--- config.mk ---
export PLATFORM = sky130hd
export DESIGN_NAME = pack_det_qualifier
export DESIGN_NICKNAME = d
export VERILOG_FILES = /design/src/rtl/pack_det_qualifier.sv
export SDC_FILE = /design/constraint.sdc
export NUM_CORES = 1
export LEC_CHECK = 0
export BUFFER_PORTS_ARGS = -buffer_cell sky130_fd_sc_hd__buf_2
export CAP_MARGIN = 20
export CORE_MARGIN = 4
export CORE_UTILIZATION = 62
export DETAILED_ROUTE_END_ITERATION = 7
export GPL_ROUTABILITY_DRIVEN = 0
export PLACE_DENSITY = 0.81
export SLEW_MARGIN = 10
export SYNTH_ARGS = -nofsm -noshare
export SYNTH_HDL_FRONTEND = slang
export SYNTH_SLANG_ARGS = --single-unit
--- constraint.sdc ---
create_clock -name CLK -period 4.8 [get_ports CLK]
set_clock_uncertainty 0.1 [all_clocks]
set_input_delay 0 -clock CLK [delete_from_list [all_inputs] [get_ports CLK]]
set_output_delay 0 -clock CLK [all_outputs]
set_load 0.02 [all_outputs]
--- src/rtl/pack_det_qualifier.sv ---
// pack_det_qualifier
//   Turns a stream of per-strobe packet-detect decisions into packet events.
//   A run of MIN_PLATEAU consecutive detect strobes declares a packet (LOCKED).
//   LOSS_CNT consecutive non-detect strobes while locked abandon the packet.
//   A downstream sync_done moves the lock into a HOLDOFF window of
//   HOLDOFF_CYC clocks, after which detection re-arms in IDLE.
//
// Ports
//   CLK          clock, all logic on the rising edge
//   s_RST        synchronous active-high reset
//   enable       qualifier enable; low forces IDLE and clears all counters
//   Pack_det     detect decision, meaningful only when pak_strobe=1
//   pak_strobe   one-cycle qualifier for Pack_det
//   sync_done    one-cycle pulse from timing sync; acted on only in LOCKED
//   pkt_start    one-cycle pulse when a packet is declared
//   pkt_active   high while in LOCKED
//   false_alarm  one-cycle pulse when a candidate or locked packet is dropped
//   plateau_cnt  consecutive-detect count (saturates at 255 while locked)
//   state        IDLE=0, COUNT=1, LOCKED=2, HOLDOFF=3
module pack_det_qualifier #(
  parameter int MIN_PLATEAU = 100,
  parameter int LOSS_CNT    = 16,
  parameter int HOLDOFF_CYC = 320
) (
  input  logic       CLK,
  input  logic       s_RST,
  input  logic       enable,
  input  logic       Pack_det,
  input  logic       pak_strobe,
  input  logic       sync_done,
  output logic       pkt_start,
  output logic       pkt_active,
  output logic       false_alarm,
  output logic [7:0] plateau_cnt,
  output logic [1:0] state
);

  typedef enum logic [1:0] {
    IDLE    = 2'd0,
    COUNT   = 2'd1,
    LOCKED  = 2'd2,
    HOLDOFF = 2'd3
  } state_t;

  localparam logic [7:0]  MIN_P  = 8'(MIN_PLATEAU);
  localparam logic [7:0]  LOSS_T = 8'(LOSS_CNT);
  // HOLDOFF is left on the clock where the counter reaches this value,
  // giving exactly HOLDOFF_CYC cycles spent in the state.
  localparam logic [15:0] HOLD_T = 16'(HOLDOFF_CYC - 1);

  state_t      st_q, st_d;
  logic [7:0]  cnt_d, cnt_inc, cnt_sat;
  logic [7:0]  loss_q, loss_d, loss_inc;
  logic [15:0] hold_q, hold_d;
  logic        start_d, fa_d;

  assign cnt_inc  = plateau_cnt + 8'd1;
  assign cnt_sat  = (plateau_cnt == 8'hFF) ? 8'hFF : cnt_inc;
  assign loss_inc = loss_q + 8'd1;
  assign state    = st_q;

  always_comb begin
    st_d    = st_q;
    cnt_d   = plateau_cnt;
    loss_d  = loss_q;
    hold_d  = hold_q;
    start_d = 1'b0;
    fa_d    = 1'b0;
    if (!enable) begin
      // Silent abort: no pulses, everything back to rest.
      st_d   = IDLE;
      cnt_d  = 8'd0;
      loss_d = 8'd0;
      hold_d = 16'd0;
    end else begin
      case (st_q)
        IDLE: begin
          if (pak_strobe) begin
            if (Pack_det) begin
              st_d  = COUNT;
              cnt_d = 8'd1;
            end else begin
              cnt_d = 8'd0;
            end
          end
        end
        COUNT: begin
          if (pak_strobe) begin
            if (Pack_det) begin
              cnt_d = cnt_inc;
              if (cnt_inc == MIN_P) begin
                st_d    = LOCKED;
                start_d = 1'b1;
              end
            end else begin
              st_d  = IDLE;
              cnt_d = 8'd0;
              fa_d  = 1'b1;
            end
          end
        end
        LOCKED: begin
          // sync_done wins over a same-cycle loss terminal count.
          if (sync_done) begin
            st_d   = HOLDOFF;
            cnt_d  = 8'd0;
            loss_d = 8'd0;
            hold_d = 16'd0;
          end else if (pak_strobe) begin
            if (Pack_det) begin
              cnt_d  = cnt_sat;
              loss_d = 8'd0;
            end else if (loss_inc == LOSS_T) begin
              st_d   = IDLE;
              cnt_d  = 8'd0;
              loss_d = 8'd0;
              fa_d   = 1'b1;
            end else begin
              loss_d = loss_inc;
            end
          end
        end
        HOLDOFF: begin
          if (hold_q == HOLD_T) begin
            st_d   = IDLE;
            hold_d = 16'd0;
          end else begin
            hold_d = hold_q + 16'd1;
          end
        end
        default: st_d = IDLE;
      endcase
    end
  end

  always_ff @(posedge CLK) begin
    if (s_RST) begin
      st_q        <= IDLE;
      plateau_cnt <= 8'd0;
      loss_q      <= 8'd0;
      hold_q      <= 16'd0;
      pkt_start   <= 1'b0;
      false_alarm <= 1'b0;
      pkt_active  <= 1'b0;
    end else begin
      st_q        <= st_d;
      plateau_cnt <= cnt_d;
      loss_q      <= loss_d;
      hold_q      <= hold_d;
      pkt_start   <= start_d;
      false_alarm <= fa_d;
      pkt_active  <= (st_d == LOCKED);
    end
  end

endmodule

==> results of run 1 <==
stage by stage:
step | cell area, sq um | power [W] | utilization
floorplan | 2160 | 0.000335 | -
global placement | 2270 | 0.000344 | 0.675
detailed placement | 2270 | 0.000344 | 0.675
CTS | 2420 | 0.000574 | 0.721
global route | 2430 | 0.000595 | 0.723
finish | 2430 | 0.000570 | 0.723
flip-flops by register name (all words and copies together), names as in the netlist:
register,count
false_alarm,1
hold_q,16
loss_q,8
pkt_active,1
pkt_start,1
plateau_cnt,8
state,2
path summary, 6_finish.rpt:
kind / startpoint / endpoint / slack (ns) / depth (start not counted)
worst max-delay path: loss_q[0] / state[0] / 1.89 / 7
worst min-delay path: loss_q[7] / loss_q[7] / 0.39 / 2
worst max register to register: loss_q[0] / state[0] / 1.89 / 7
worst min register to register: loss_q[7] / loss_q[7] / 0.39 / 2
Yosys cell counts (all sizes together), types with 5 or more instances:
library cell / number
o21ai: 20
nor3: 7
nand2: 24
a211oi: 5
nand2b: 5
ha: 7
nand3: 17
nor4: 8
and3: 7
nand4: 5
dfxtp: 37
xnor2: 5
nor2: 30
a31oi: 7
clkbuf: 10
inv: 7
a21oi: 19
layout by cell type (no fill, tap or decap), types with 3 or more instances in the layout:
| cell type | n |
|---|---|
| nand3_1 | 17 |
| or3_1 | 4 |
| and3_1 | 7 |
| nor4_1 | 8 |
| nor3b_1 | 3 |
| inv_1 | 7 |
| mux2i_1 | 4 |
| nand2_1 | 24 |
| nor3_1 | 7 |
| a211oi_1 | 4 |
| o21ai_1 | 9 |
| a41oi_1 | 3 |
| clkbuf_4 | 6 |
| ha_1 | 7 |
| nand2b_1 | 5 |
| buf_2 | 18 |
| a31oi_1 | 7 |
| dfxtp_1 | 37 |
| xnor2_1 | 5 |
| nor2_1 | 30 |
| o21ai_0 | 11 |
| a21oi_1 | 19 |
| dlygate4sd3_1 | 7 |
| nor2b_1 | 4 |
| nand4_1 | 5 |
metal layers:
metal / up-vias / GRT usage
met1: 959 / 0.320
li1: 1066 / -
met2: 48 / 0.426
met4: 0 / 0.101
met3: 7 / 0.0472
met5: - / 0
area by class of cell:
type                    count  area (sq um)
clock buffers               7          55.1
flip-flops and latches     37           741
multi-input cells         218          1340
well taps                  46          57.6
repair buffers             27           175
clock inverters             1          30.0
fillers                   310           931
inverters                   8          31.3
repair_timing:
item	in CTS	in global routing
endpoints found under the setup margin	0	0
endpoints found under the hold margin	8	0
hold buffers	7	0
power breakdown:
| part | internal [W] | switching (W) | leakage (nW) |
|---|---|---|---|
| Combinational | 0.0000121 | 0.0000207 | 0.512 |
| Sequential | 0.000307 | 0.000000773 | 0.298 |
| Clock | 0.000124 | 0.000104 | 0.0455 |
worst reg2reg max path, stage by stage, from the launching register on:
cell and delay, ns:
dfxtp_1 0.41, ha_1 0.23, nand2_1 0.07, nor4_1 0.63, a41oi_1 0.28, o221a_2 0.35, o21ba_1 0.19, dlygate4sd3_1 0.56
logic make-up (layout without fill, tap and decap cells):
family,count (synthesis),after routing,synth area share
AO/OA/AOI/OAI,78,78,0.246
AND/OR/NAND/NOR,122,122,0.287
adder cells (fa/ha/maj),7,7,0.0405
XOR/XNOR,7,7,0.0283
buffers and inverters,19,43,0.0370
multiplexers,4,4,0.0185
flip-flops,37,37,0.342
==> flow_summary_export.csv, run 1 <==
group,metric,value,unit
synth,netlist_area,0.00216,sq mm
synth,synth_top_area_frac,0.342,
synth,syn_nets,287,
global_routing,grt_pass1_wl,8910,microns
drt,antenna_left,0,
drt,dr_wl_met2,2350,microns
drt,wl_met3,218,microns
cts,cts.htree.levels,2,
sta,hold_ws,0.394,ns
die,dieArea,0.00450,sq mm
power,power_density,234,mW/mm^2
setup_path,slowest_stage,"nor4_1",
setup_path,worstPathArrival,3.04,ns
drt,dr.pass1.iters,4,
drt,drt_iter0_markers,108,
drt,drt-wirelength-per-cell,14.3,microns
setup_path,cp-end-kind,"flip-flop",
die,chipWidth,67.1,microns
cts,clk_latency,0.34,ns
sta,finalSetupTns,0,ns
final_layout,nets,310,
setup_path,required,4.94,ns
drt,vias,2080,
cts,cts_tree,"yes",
setup_path,cpPeakStageDelay,0.63,ns
run_status,outcome,"completed",
die,io_pins,19,
die,coreArea,0.00336,sq mm
global_routing,overflow,0,
setup_path,critical_path_buf_inv_count,1,
sta,slew_violations,0,
global_routing,antenna_found_initial,0,
drt,routedLengthMet1,2280,microns
global_routing,track_usage,0.255,
placed_design,hpwl,3490,microns
synth,netlist_top_cells_area,"dfxtp_1 (34%), nor2_1 (5.2%), a21oi_1 (4.4%)",
drt,routed_wl,4930,microns
final_layout,area_delta_synth_final,12.4,%
sta,fmax,0.344,GHz
sta,rsz0062_at_grt,"no",
final_layout,final_cells,344,
die,die_y,67.1,microns
setup_path,critPathKind,"flip-flop to flip-flop",
drt,drc,0,
die,num_rows,21,
synth,syn_avg_cell_area,7.90,sq um
die,start_util,0.643,
synth,synthCells,274,
synth,synth_top_area_cell,"dfxtp_1",
cts,cts.sinks,37,
final_layout,layout-drive-gt1-share,0.107,
drt,vias_per_cell,6.05,
synth,ys_warn_count,0,
power,power_leakage,0.856,nW
cts,cts_setup_buffers,0,
global_routing,grt_max_degree,22,
power,irDropWorstVdd,0.000147,V
sta,fin_crit_sh,0.605,
cts,cts_root_buf,"clkbuf_4",
setup_path,crit_fanout,6,
job,cap_violations,0,
sta,min_period,2.91,ns
drt,dr.max_layer_used,"met4",
worst_hold_path,hp-class,"flip-flop to flip-flop",
setup_path,cp_cell_sequence,"ha_1, nand2_1, nor4_1, a41oi_1, o221a_2, o21ba_1, dlygate4sd3_1",
global_routing,grt_pass1_vias,1985,
placed_design,port_buffers,18,
setup_path,cp_top_family,"compound AO/OA/AOI/OAI gates",
sta,final-hold-violation-count,0,
synth,synthFlopType,"dfxtp_1",
cts,numCtsBuffers,5,
synth,synth_edf_count,0,
cts,cts.path.max_buffers,2,
sta,slew_headroom,0.451,
sta,finalSetupViolCount,0,
sta,setup_slack,1.89,ns
synth,synth_seq_area_share,0.342,
cts,ctsResizeCount,0,
final_layout,diodes,0,
placed_design,dpl.cell_count,328,
synth,synth.distinct_cells,52,
synth,ys_async_sr_fraction,0,
sta,worst_pin_slew,0.817,ns
cts,clk_pin_slew,0.11,ns
placed_design,dp_slack,2.29,ns
synth,ys_ff_latch,37,
setup_path,start_kind,"flip-flop",
(Power assumes the default switching activity.)
==> run 2, diff against run 1 <==
Settings changed: CORE_UTILIZATION 62 to 53, PLACE_DENSITY 0.81 to 0.73.
Clock period 4.8 ns to 2.5 ns, I/O delays scaled along.
==> flow_summary_export.csv, run 2 (same netlist as run 1, synthesis figures left out) <==
group,metric,value,unit
cts,cts.htree.levels,2,
cts,clk_pin_slew,0.08,ns
die,num_rows,22,
die,chipWidth,71.9,microns
global_routing,grt_use_met3,0.0402,
placed_design,port_buffers,18,
sta,finalSetupViolCount,0,
cts,cts.sinks,37,
final_layout,top_regs,"hold_q (16), loss_q (8), plateau_cnt (8)",
power,power_leakage,0.893,nW
setup_path,cp-end-kind,"flip-flop",
sta,slew_violations,0,
power,power_density,473,mW/mm^2
final_layout,mostFrequentLayoutCell,"dfxtp_1",
setup_path,crit_fanout,7,
drt,vias_per_cell,6.09,
final_layout,finalCoreUtilization,0.659,
sta,hold_ws,0.0909,ns
final_layout,regMostFlops,"hold_q",
final_layout,largest_reg_flops,16,
power,clkPwrFrac,0.447,
setup_path,critPathKind,"flip-flop to flip-flop",
worst_hold_path,holdPathStages,4,
cts,numCtsBuffers,5,
sta,finalSetupTns,0,ns
die,start_util,0.569,
sta,fmax,0.445,GHz
global_routing,track_usage,0.203,
power,p_sw,0.000272,W
drt,vias,2144,
power,p_int,0.000912,W
final_layout,area_delta_synth_final,15.8,%
placed_design,hpwl,3580,microns
global_routing,antenna_found_initial,0,
cts,cts_root_buf,"clkbuf_8",
drt,drt-wirelength-per-cell,14.4,microns
placed_design,dpl.cell_count,339,
global_routing,overflow,0,
drt,routed_wl,5070,microns
final_layout,diodes,0,
final_layout,final_cell_mix,"dfxtp_1 (37), nor2_1 (30), nand2_1 (24)",
cts,cts_tree,"yes",
global_routing,grt_use_met1,0.267,
worst_hold_path,hp-class,"input port to flip-flop",
cts,cts_setup_buffers,0,
drt,drt_iter0_markers,134,
cts,clk_latency,0.30,ns
drt,antenna_left,0,
sta,slew_headroom,0.451,
setup_path,cpPeakStageDelay,0.41,ns
setup_path,worstRegToRegCells,7,
power,p_seq_frac,0.500,
drt,drc,0,
setup_path,start_kind,"flip-flop",
final_layout,layout-drive-gt1-share,0.135,
sta,min_period,2.25,ns
global_routing,use_met2,0.322,
die,die_y,71.9,microns
sta,rsz0062_at_grt,"no",
global_routing,grt_pass1_vias,1948,
die,dieArea,0.00517,sq mm
global_routing,busiest_layer,"met2",
setup_path,worstPathArrival,2.29,ns
sta,final-hold-violation-count,0,
die,io_pins,19,
setup_path,required,2.54,ns
drt,dr.pass1.iters,4,
power,switching_share,0.230,
sta,worst_pin_slew,0.824,ns
setup_path,cp_cell_sequence,"clkinvlp_2, ha_1, nor3b_1, o32ai_1, buf_4, nor2_1, a311oi_1",
die,coreArea,0.00380,sq mm
setup_path,slowest_stage,"nor2_1",
final_layout,final_cells,352,
power,combPwrFrac,0.053,
global_routing,grt_pass1_wl,8560,microns
run_status,outcome,"completed",
global_routing,grt_max_degree,22,
job,cap_violations,0,
setup_path,r2r_slack,0.25,ns
final_layout,nets,316,
power,irDropWorstVdd,0.000373,V
cts,cts.path.max_buffers,2,
sta,fin_crit_sh,0.898,
## run 2: changes by cell type in the layout (fill, tap and decap cells not counted), sizes merged
| cell | change |
|---|---|
| buf | +9 |
| clkbuf | -3 |
| clkinv | +1 |
| clkinvlp | +1 |
| dlygate4sd3 | -2 |
## run 2: cell type report
class                      instances  area, sq um
fill                             330         1290
timing repair buffer              33          215
clock buffer                       5         68.8
clock inverter                     3         46.3
tap                               48         60.1
inverter                           8         31.3
multi-input combinational        218         1340
sequential                        37          741
## run 2: stage by stage
step           total power, W  worst slack [ns]  instance area, sq um
2_1_floorplan        0.000643             0.171                  2160
3_3_place_gp         0.000663             0.282                  2340
3_5_place_dp         0.000663             0.284                  2340
4_1_cts               0.00119             0.257                  2500
5_1_grt               0.00122            0.0294                  2500
6_report              0.00118             0.254                  2500
## run 2: per-layer routing
layer	share of wire	vias up	wire length [microns]
li1	-	1082	-
met3	0.039	6	197
met5	0	-	0
met2	0.47	51	2400
met1	0.47	1005	2400
met4	0.014	0	71
## run 2: timing repair
item / CTS / global route
endpoints found under the hold margin: 5 / 0
hold buffers: 5 / 0
setup endpoints to repair: 0 / 0
resized for setup: 0 / 0
## run 2: power by group through the flow
stage	Combinational (W)	Sequential, W	Clock (W)
2_1_floorplan	0.0000362	0.000607	0
3_3_place_gp	0.0000571	0.000606	0
3_5_place_dp	0.0000577	0.000606	0
4_1_cts	0.0000623	0.000592	0.000541
5_1_grt	0.0000689	0.000592	0.000563
6_report	0.0000629	0.000592	0.000530
## run 2: critical path, delay by kind of cell, from the launching register on
family / cells / cell delay (ns)
flops: 1 / 0.40
buf+inv: 2 / 0.38
fa+ha+maj: 1 / 0.24
compound gates: 2 / 0.30
simple gates: 2 / 0.67
## run 2: path summary, 6_finish.rpt
kind,endpoint,start
setup reg to reg,plateau_cnt[3],state[1]
setup / recovery,plateau_cnt[3],state[1]
hold / removal,loss_q[1],sync_done
hold reg to reg,loss_q[1],loss_q[1]
